## config.mk

```make
export PLATFORM = sky130hd
export DESIGN_NAME = ratio_clk_bank
export DESIGN_NICKNAME = d
export VERILOG_FILES = /design/src/rtl/ratio_clk_bank.sv
export SDC_FILE = /design/constraint.sdc
export NUM_CORES = 1
export LEC_CHECK = 0
export ABC_AREA = 1
export CAP_MARGIN = 20
export CORE_MARGIN = 2
export CORE_UTILIZATION = 35
export CTS_CLUSTER_DIAMETER = 30
export DETAILED_ROUTE_END_ITERATION = 16
export PLACE_DENSITY = 0.57
export SYNTH_ARGS = -nofsm -noshare
export SYNTH_HDL_FRONTEND = slang
export SYNTH_SLANG_ARGS = --single-unit
```

## constraint.sdc

```tcl
create_clock -name clk_i -period 3.1 [get_ports clk_i]
set_input_delay 0.62 -clock clk_i [delete_from_list [all_inputs] [get_ports clk_i]]
set_output_delay 0.62 -clock clk_i [all_outputs]
set_load 0.05 [all_outputs]
```

## src/rtl/ratio_clk_bank.sv

```systemverilog
// rtl/ratio_clk_bank.sv - multi-channel programmable-ratio divided clock bank
// Optional tick_o rising-edge strobes are built when RATIO_CLK_BANK_TICK_EN is defined.
module ratio_clk_bank #(
   parameter int CHANNELS  = 4,
   parameter int DIV_WIDTH = 8,
   parameter int DIV_RESET = 2
) (
   input  logic                          clk_i,
   input  logic                          rst_i,
   input  logic [CHANNELS-1:0]           en_i,
   input  logic [CHANNELS*DIV_WIDTH-1:0] div_i,
   input  logic [CHANNELS-1:0]           div_valid_i,
   output logic [CHANNELS-1:0]           div_ready_o,
   input  logic                          sync_i,
   output logic [CHANNELS-1:0]           ratio_clk_o
`ifdef RATIO_CLK_BANK_TICK_EN
   ,
   output logic [CHANNELS-1:0]           tick_o
`endif
);

   localparam logic [DIV_WIDTH-1:0] DIV_RST = DIV_WIDTH'(DIV_RESET);
   localparam logic [DIV_WIDTH-1:0] ONE     = DIV_WIDTH'(1);
   localparam logic [DIV_WIDTH-1:0] TWO     = DIV_WIDTH'(2);
   localparam logic [DIV_WIDTH:0]   ONE_X   = (DIV_WIDTH + 1)'(1);

   for (genvar c = 0; c < CHANNELS; c++) begin : g_ch
      logic [DIV_WIDTH-1:0] d_q, d_d;
      logic [DIV_WIDTH-1:0] cnt_q, cnt_d;
      logic [DIV_WIDTH-1:0] pdiv_q, pdiv_d;
      logic                 pend_q, pend_d;
      logic                 out_q, out_d;
      logic                 en_q;
      logic [DIV_WIDTH:0]   h_d;
      logic                 stopped, wrap, xfer, apply;

      always_comb begin
         stopped = (d_q < TWO);
         wrap    = !stopped && (cnt_q == d_q - ONE);
         // xfer needs pend_q low and apply needs it high, so they never share an edge
         xfer    = div_valid_i[c] && !pend_q;
         apply   = pend_q && (wrap || sync_i || !en_i[c] || stopped);

         pdiv_d  = xfer ? div_i[c*DIV_WIDTH +: DIV_WIDTH] : pdiv_q;
         pend_d  = xfer || (pend_q && !apply);
         d_d     = apply ? pdiv_q : d_q;

         // en_q low on an enabled edge means a fresh start: begin a new high phase
         if (!en_i[c] || !en_q || apply || stopped || sync_i || wrap) begin
            cnt_d = '0;
         end else begin
            cnt_d = cnt_q + ONE;
         end

         h_d   = ({1'b0, d_d} + ONE_X) >> 1;
         out_d = en_i[c] && (d_d >= TWO) && ({1'b0, cnt_d} < h_d);
      end

      always_ff @(posedge clk_i) begin
         if (rst_i) begin
            d_q    <= DIV_RST;
            cnt_q  <= '0;
            pdiv_q <= DIV_RST;
            pend_q <= 1'b0;
            out_q  <= 1'b0;
            en_q   <= 1'b0;
         end else begin
            d_q    <= d_d;
            cnt_q  <= cnt_d;
            pdiv_q <= pdiv_d;
            pend_q <= pend_d;
            out_q  <= out_d;
            en_q   <= en_i[c];
         end
      end

      assign ratio_clk_o[c] = out_q;
      assign div_ready_o[c] = ~pend_q;

`ifdef RATIO_CLK_BANK_TICK_EN
      logic tick_q, tick_d;

      always_comb begin
         tick_d = out_d && !out_q;
      end

      always_ff @(posedge clk_i) begin
         if (rst_i) begin
            tick_q <= 1'b0;
         end else begin
            tick_q <= tick_d;
         end
      end

      assign tick_o[c] = tick_q;
`endif
   end

endmodule

```

======== Word level (Yosys, flattened, before mapping) ========
Index checks and enable logic that the tools add are counted.
operators by class
  add/subtract/negate cells ............... 12
  magnitude comparators ................... 12
  equal/unequal tests ..................... 4
  muxes and demuxes ....................... 8
  bitwise operators ....................... 4
  reduce and logical (&&, ||, !) cells .... 80
operators with widths
  cell                   number
  $mux W8                8
  $add A8 B1 Y9 const B  4
  $logic_or A1 B1 Y1     36
  $add A8 B1 Y8 const B  4
  $eq A8 B8 Y1           4
  $ge A8 B2 Y1 const B   4
  $lt A8 B2 Y1 const B   4
  $lt A8 B8 Y1           4
  $sub A8 B1 Y8 const B  4
  $logic_and A1 B1 Y1    24
  $logic_not A1 Y1       20
  $not A1 Y1             4
storage, ports and cells
  register bits ........................... 108
  input port bits ......................... 43
  output and inout port bits .............. 8
  logic and storage cells ................. 144

======== Depth between registers and ports, before layout ========
  depth after elaboration ................. 14
  depth in mapped cells ................... 26

======== Least setup slack after synthesis ========
Ideal clock, no wire load.
  path type ............................... register to register
  start ................................... register g_ch[0].d_q[0]
  end ..................................... register g_ch[0].out_q
  data arrival time ....................... 3.042 ns
  data required time ...................... 3.036 ns
  setup slack ............................. -0.006 ns
  cell stages (with the launch flop) ...... 24
  buffers on the path ..................... 0
  clock period less this slack ............ 3.106 ns
  cells stage by stage .................... dfxtp_1 inv_1 ha_1 xor2_1 nand2_1 nor2_1 nand4_1 nor2_1 nand2_2 nand2_4 nand2_8 nand2_1 o21ai_4 inv_1 ha_1 nand2_1 nor2_2 nand4_1 ha_1 a21oi_1 nand3_1 a41oi_1 nand2_1 nor2_1
on the way
  elaborated cells between the ends (all ways) .. 20
  those cells by class .................... add/sub: 2; order compare: 3; eq/ne: 1; mux: 2; reduce/logical: 12
RTL lines
  what                                                 RTL line  RTL
  start: declaration                                   28        logic [DIV_WIDTH-1:0] d_q, d_d;
  start signal: assignment                             61        d_q <= DIV_RST;
  start signal: assignment                             68        d_q <= d_d;
  $sub A8 B1 Y8 or $lt A8 B2 Y1 (tied branches)        39, 38
  $eq A8 B8 Y1 or $logic_not A1 Y1 (tied branches)     39        wrap = !stopped && (cnt_q == d_q - ONE);
  $logic_and A1 B1 Y1                                  39
  $logic_or A1 B1 Y1 (3 in a row)                      42        apply = pend_q && (wrap || sync_i || !en_i[c] || stopped);
  $logic_and A1 B1 Y1                                  42
  $mux W8 (*)                                          46        d_d = apply ? pdiv_q : d_q;
  via g_ch[0].d_d[0]                                   28
  $add A8 B1 Y9 or $ge A8 B2 Y1 (tied branches)        55, 56
  $lt A8 B8 Y1 or $logic_and A1 B1 Y1 (tied branches)  56        out_d = en_i[c] && (d_d >= TWO) && ({1'b0, cnt_d} < h_d);
  $logic_and A1 B1 Y1 (*)                              56
  end signal: assignment                               72        out_q <= out_d;
  end: declaration                                     32        logic out_q, out_d;
The timed path passes the listed nets; every way through them passes the cells marked *.
A chain may end at the register's enable or synchronous reset.

======== Final worst setup path ========
  start ................................... register g_ch[3].d_q[1]
  end ..................................... register g_ch[3].out_q
on the way
  word-level cells in the longest chain between the ends .. 14
  elaborated cells between the ends (all ways) .. 20
  those cells by class .................... add/sub: 2; order compare: 3; eq/ne: 1; mux: 2; reduce/logical: 12
RTL lines
  what                                                                    RTL line
  start: declaration                                                      28
  start signal: assignment                                                61
  start signal: assignment                                                68
  parallel branches: the longest is 13 deep, another holds $add A8 B1 Y9  --
  $logic_and A1 B1 Y1 (*)                                                 56
  end signal: assignment                                                  72
  end: declaration                                                        32
Mark *: on every way between the ends.

==> impl_metrics.csv <==
group,metric,value,unit
worst_setup_path,crit_chain,"inv_2 > ha_2 > xnor2_1 > nor2_1 > nand3_1 > nor2_1 > nand3_1 > nand2_2 > nand2_4 > buf_6 > nand2_1 > nand2_2 > inv_2 > nand2_2 > nor2_2 > nand4_1 > ha_4 > a21oi_2 > nand3_1 > a41oi_2 > nand2_1 > nor2_1",
layout,layout-area-overhead-vs-synth,34.3,%
drt,drt-pass1-iter-count,4,
floorplanning,initial_core_util,36.0,%
clocking,cts_tree,"done",
drt,wl_per_cell,12.7,µm
sta,rsz0062_at_grt,"true",
drt,met3_wirelength,506,µm
global_route,grt_pass1_wl,30.2,mm
synthesis,avgSynthCellArea,6.76,µm²
layout,post_route_cells_drive_above_1_share,25.9,%
sta,worst_slew_pin_slew,762,ps
global_route,grt_max_degree,39,
worst_setup_path,cp_num_buf_inv,3,
power_and_ir_drop,leakage,0.00423,µW
clocking,ctsHoldBuffers,0,
layout,final_cell_mix,"nand2_1, inv_1, nor2_1",
layout,final_net_count,1289,
worst_setup_path,path_max_fanout,6,
global_route,antenna_found_initial,0,
sta,hold_viol,0,
synthesis,ys_ff_latch,108,
synthesis,synth_edf_count,0,
synthesis,synth-adder-area-share,7.79,%
synthesis,ys.flop_type,"dfxtp_1",
clocking,cts_made_buffers,9,
clocking,cts-root-buf,"clkbuf_16",
sta,max_slew_margin,49.2,%
drt,m1WireLength,9.14,mm
status,status,"finished, final reports clean",
clocking,cts.clk_slew.worst_paths,70,ps
power_and_ir_drop,pwr_density_cell,433,nW/µm²
global_route,grt_overflow,0,
drt,drtAntennaViolNets,0,
drt,route.detailed.drc,0,
synthesis,ys_seq_area_share,30.6,%
worst_setup_path,slowest_stage,"dfxtp_2",
synthesis,synth_nets,1132,
drt,top_layer,"met4",
sta,report.final.slew_viol_count,0,
worst_setup_path,crit_type,"reg2reg",
worst_setup_path,critPathMaxStageDelay,340,ps
global_route,grt_pass1_vias,6392,
sta,period_share,96.9,%
hold_path,min-delay-path-class,"reg2reg",
drt,drtIter0Drc,388,
floorplanning,core-area,19700,µm²
synthesis,synth_mux_area_share,0,%
job,maxCapViolations,0,
drt,via_per_inst,4.58,
layout,antennaDiodeCount,0,
place,hpwl,14.2,mm
clocking,cts_sinks,108,
place,placed_cells,1442,
clocking,h-tree-depth,3,
sta,setup_viol,0,
synthesis,synth_compound_area_share,7.21,%
place,port_buffers,50,
layout,layout_commonest_cell,"nand2_1",
worst_setup_path,critPathLaunchType,"flop",
sta,clock.fmax,0.333,GHz
sta,finalClockSkew,9.32,ps
worst_setup_path,cp.required,3400,ps
clocking,cts_buffer_depth,2,
synthesis,synth_xor_area_share,6.82,%
drt,vias,6740,
floorplanning,rows,51,
layout,fill_cells,2042,
place,gp_congestion,0.897,
synthesis,synth_top_family_by_area,"simple AND/OR/NAND/NOR gates",
global_route,grtUsageTotal,17.2,%
worst_setup_path,cp-end-kind,"flop",
floorplanning,die_width,146,µm
synthesis,synth_cells,1045,
drt,wl,18.7,mm
power_and_ir_drop,max-vdd-ir-drop,0.000216,V
layout,fin_util,48.3,%
synthesis,yosys.area_share.simple,37.5,%
sta,fin_crit,3010,ps
layout,post_layout_nonfiller_instances,1471,
synthesis,synth.distinct_cells,39,
floorplanning,die_height,146,µm
worst_setup_path,crit_family,"simple AND/OR/NAND/NOR gates",
floorplanning,ios,51,
clocking,clkLatencyLatePin,360,ps
drt,wl_met2,8.68,mm
floorplanning,dieArea,21300,µm²
worst_setup_path,cp.arrival,3300,ps
synthesis,async_flop_share,0,%
synthesis,syn-cell-area,7070,µm²
synthesis,ys_warn_count,0,
cells in the mapped netlist, types with 2 or more instances:
cell / n / area [µm²]
clkinv_2: 2 / 10.0
nand3_1: 83 / 415
a21oi_1: 37 / 185
o21ai_4: 2 / 32.5
clkbuf_1: 21 / 78.8
o21ai_0: 33 / 165
a41oi_1: 4 / 35.0
inv_2: 13 / 48.8
o21ai_1: 4 / 20.0
nor3b_2: 3 / 37.5
buf_6: 2 / 22.5
nor2_1: 134 / 503
nand2_4: 10 / 113
nand3_2: 3 / 30.0
buf_4: 4 / 30.0
nor4_1: 12 / 75.1
ha_1: 44 / 551
nand4_1: 24 / 150
nor3_1: 30 / 150
xnor2_1: 18 / 158
a211oi_1: 2 / 15.0
inv_1: 137 / 514
nand2_1: 217 / 815
nor2_4: 2 / 22.5
nand2_2: 24 / 150
nor2_2: 16 / 100
xor2_1: 37 / 324
nand3b_1: 5 / 37.5
o21ai_2: 4 / 35.0
buf_2: 2 / 10.0
dfxtp_1: 108 / 2160
final cells by class:
cell class	instances	area, µm²	area share, %
clock buffer	10	239	2.52
clock inverter	5	100	1.05
inverter	152	573	6.04
multi-input combinational	756	4610	48.5
sequential	108	2170	22.9
tap	265	332	3.49
timing repair buffer	175	1470	15.5
where the power goes:
part	switching (µW)	leakage, µW	internal [µW]	total [µW]
Combinational	681	0.00317	551	1230
Clock	537	0.000168	805	1340
Sequential	65.6	0.000886	1470	1540
stage by stage:
stage	power (µW)	hold slack [ps]	instance area, µm²	setup TNS [ps]	setup WS (ps)
detailed placement	2680	449	8600	-916	-292
finish	4110	457	9490	0	94.7
CTS	4030	460	8970	-11.2	-11.2
floorplan	2250	430	7070	0	8.63
global route	4360	484	9490	-621	-255
global placement	2670	442	8600	-691	-221
worst register-to-register path: cells and delay by family (launching register included):
family                   cells  cell delay (ps)
AND/OR/NAND/NOR             14             1340
flip-flops                   1              340
XOR/XNOR                     1              120
AO/OA/AOI/OAI                2              310
buffers and inverters        3              270
adder cells (fa/ha/maj)      2              570
cell families after synthesis:
| logic type | count (synthesis) |
|---|---|
| AOI/OAI and AO/OA | 89 |
| xor gates and xnor gates | 55 |
| adders and majority gates | 44 |
| buffers and inverters | 181 |
| DFF | 108 |
| and+or+nand+nor | 568 |
flip-flops by register name, indices dropped and copies added, names as in the netlist:
signal       count
g_ch.cnt_q      32
g_ch.d_q        32
g_ch.en_q        4
g_ch.out_q       4
g_ch.pdiv_q     32
g_ch.pend_q      4
final timing paths:
| path | from | endpoint | slack [ps] | cells after the start |
|---|---|---|---|---|
| worst max-delay path | g_ch[3].d_q[1] | g_ch[3].out_q | 90 | 22 |
| worst min-delay path | g_ch[3].pdiv_q[6] | g_ch[3].pdiv_q[6] | 460 | 2 |
| worst max register to register | g_ch[3].d_q[1] | g_ch[3].out_q | 90 | 22 |
| worst min register to register | g_ch[3].pdiv_q[6] | g_ch[3].pdiv_q[6] | 460 | 2 |
per-layer routing:
metal / vias up / GRT usage (%)
met4: 0 / 5.78
met5: - / 0
met3: 22 / 2.47
li1: 3650 / -
met2: 74 / 28.3
met1: 2994 / 23.1
what timing repair did:
action / in CTS / in global routing
pin swaps: 6 / 66
setup buffers: 0 / 14
endpoints found under the setup margin: 3 / 4
gates resized for setup: 9 / 105
Note: power is estimated with default switching activity, not from simulation.
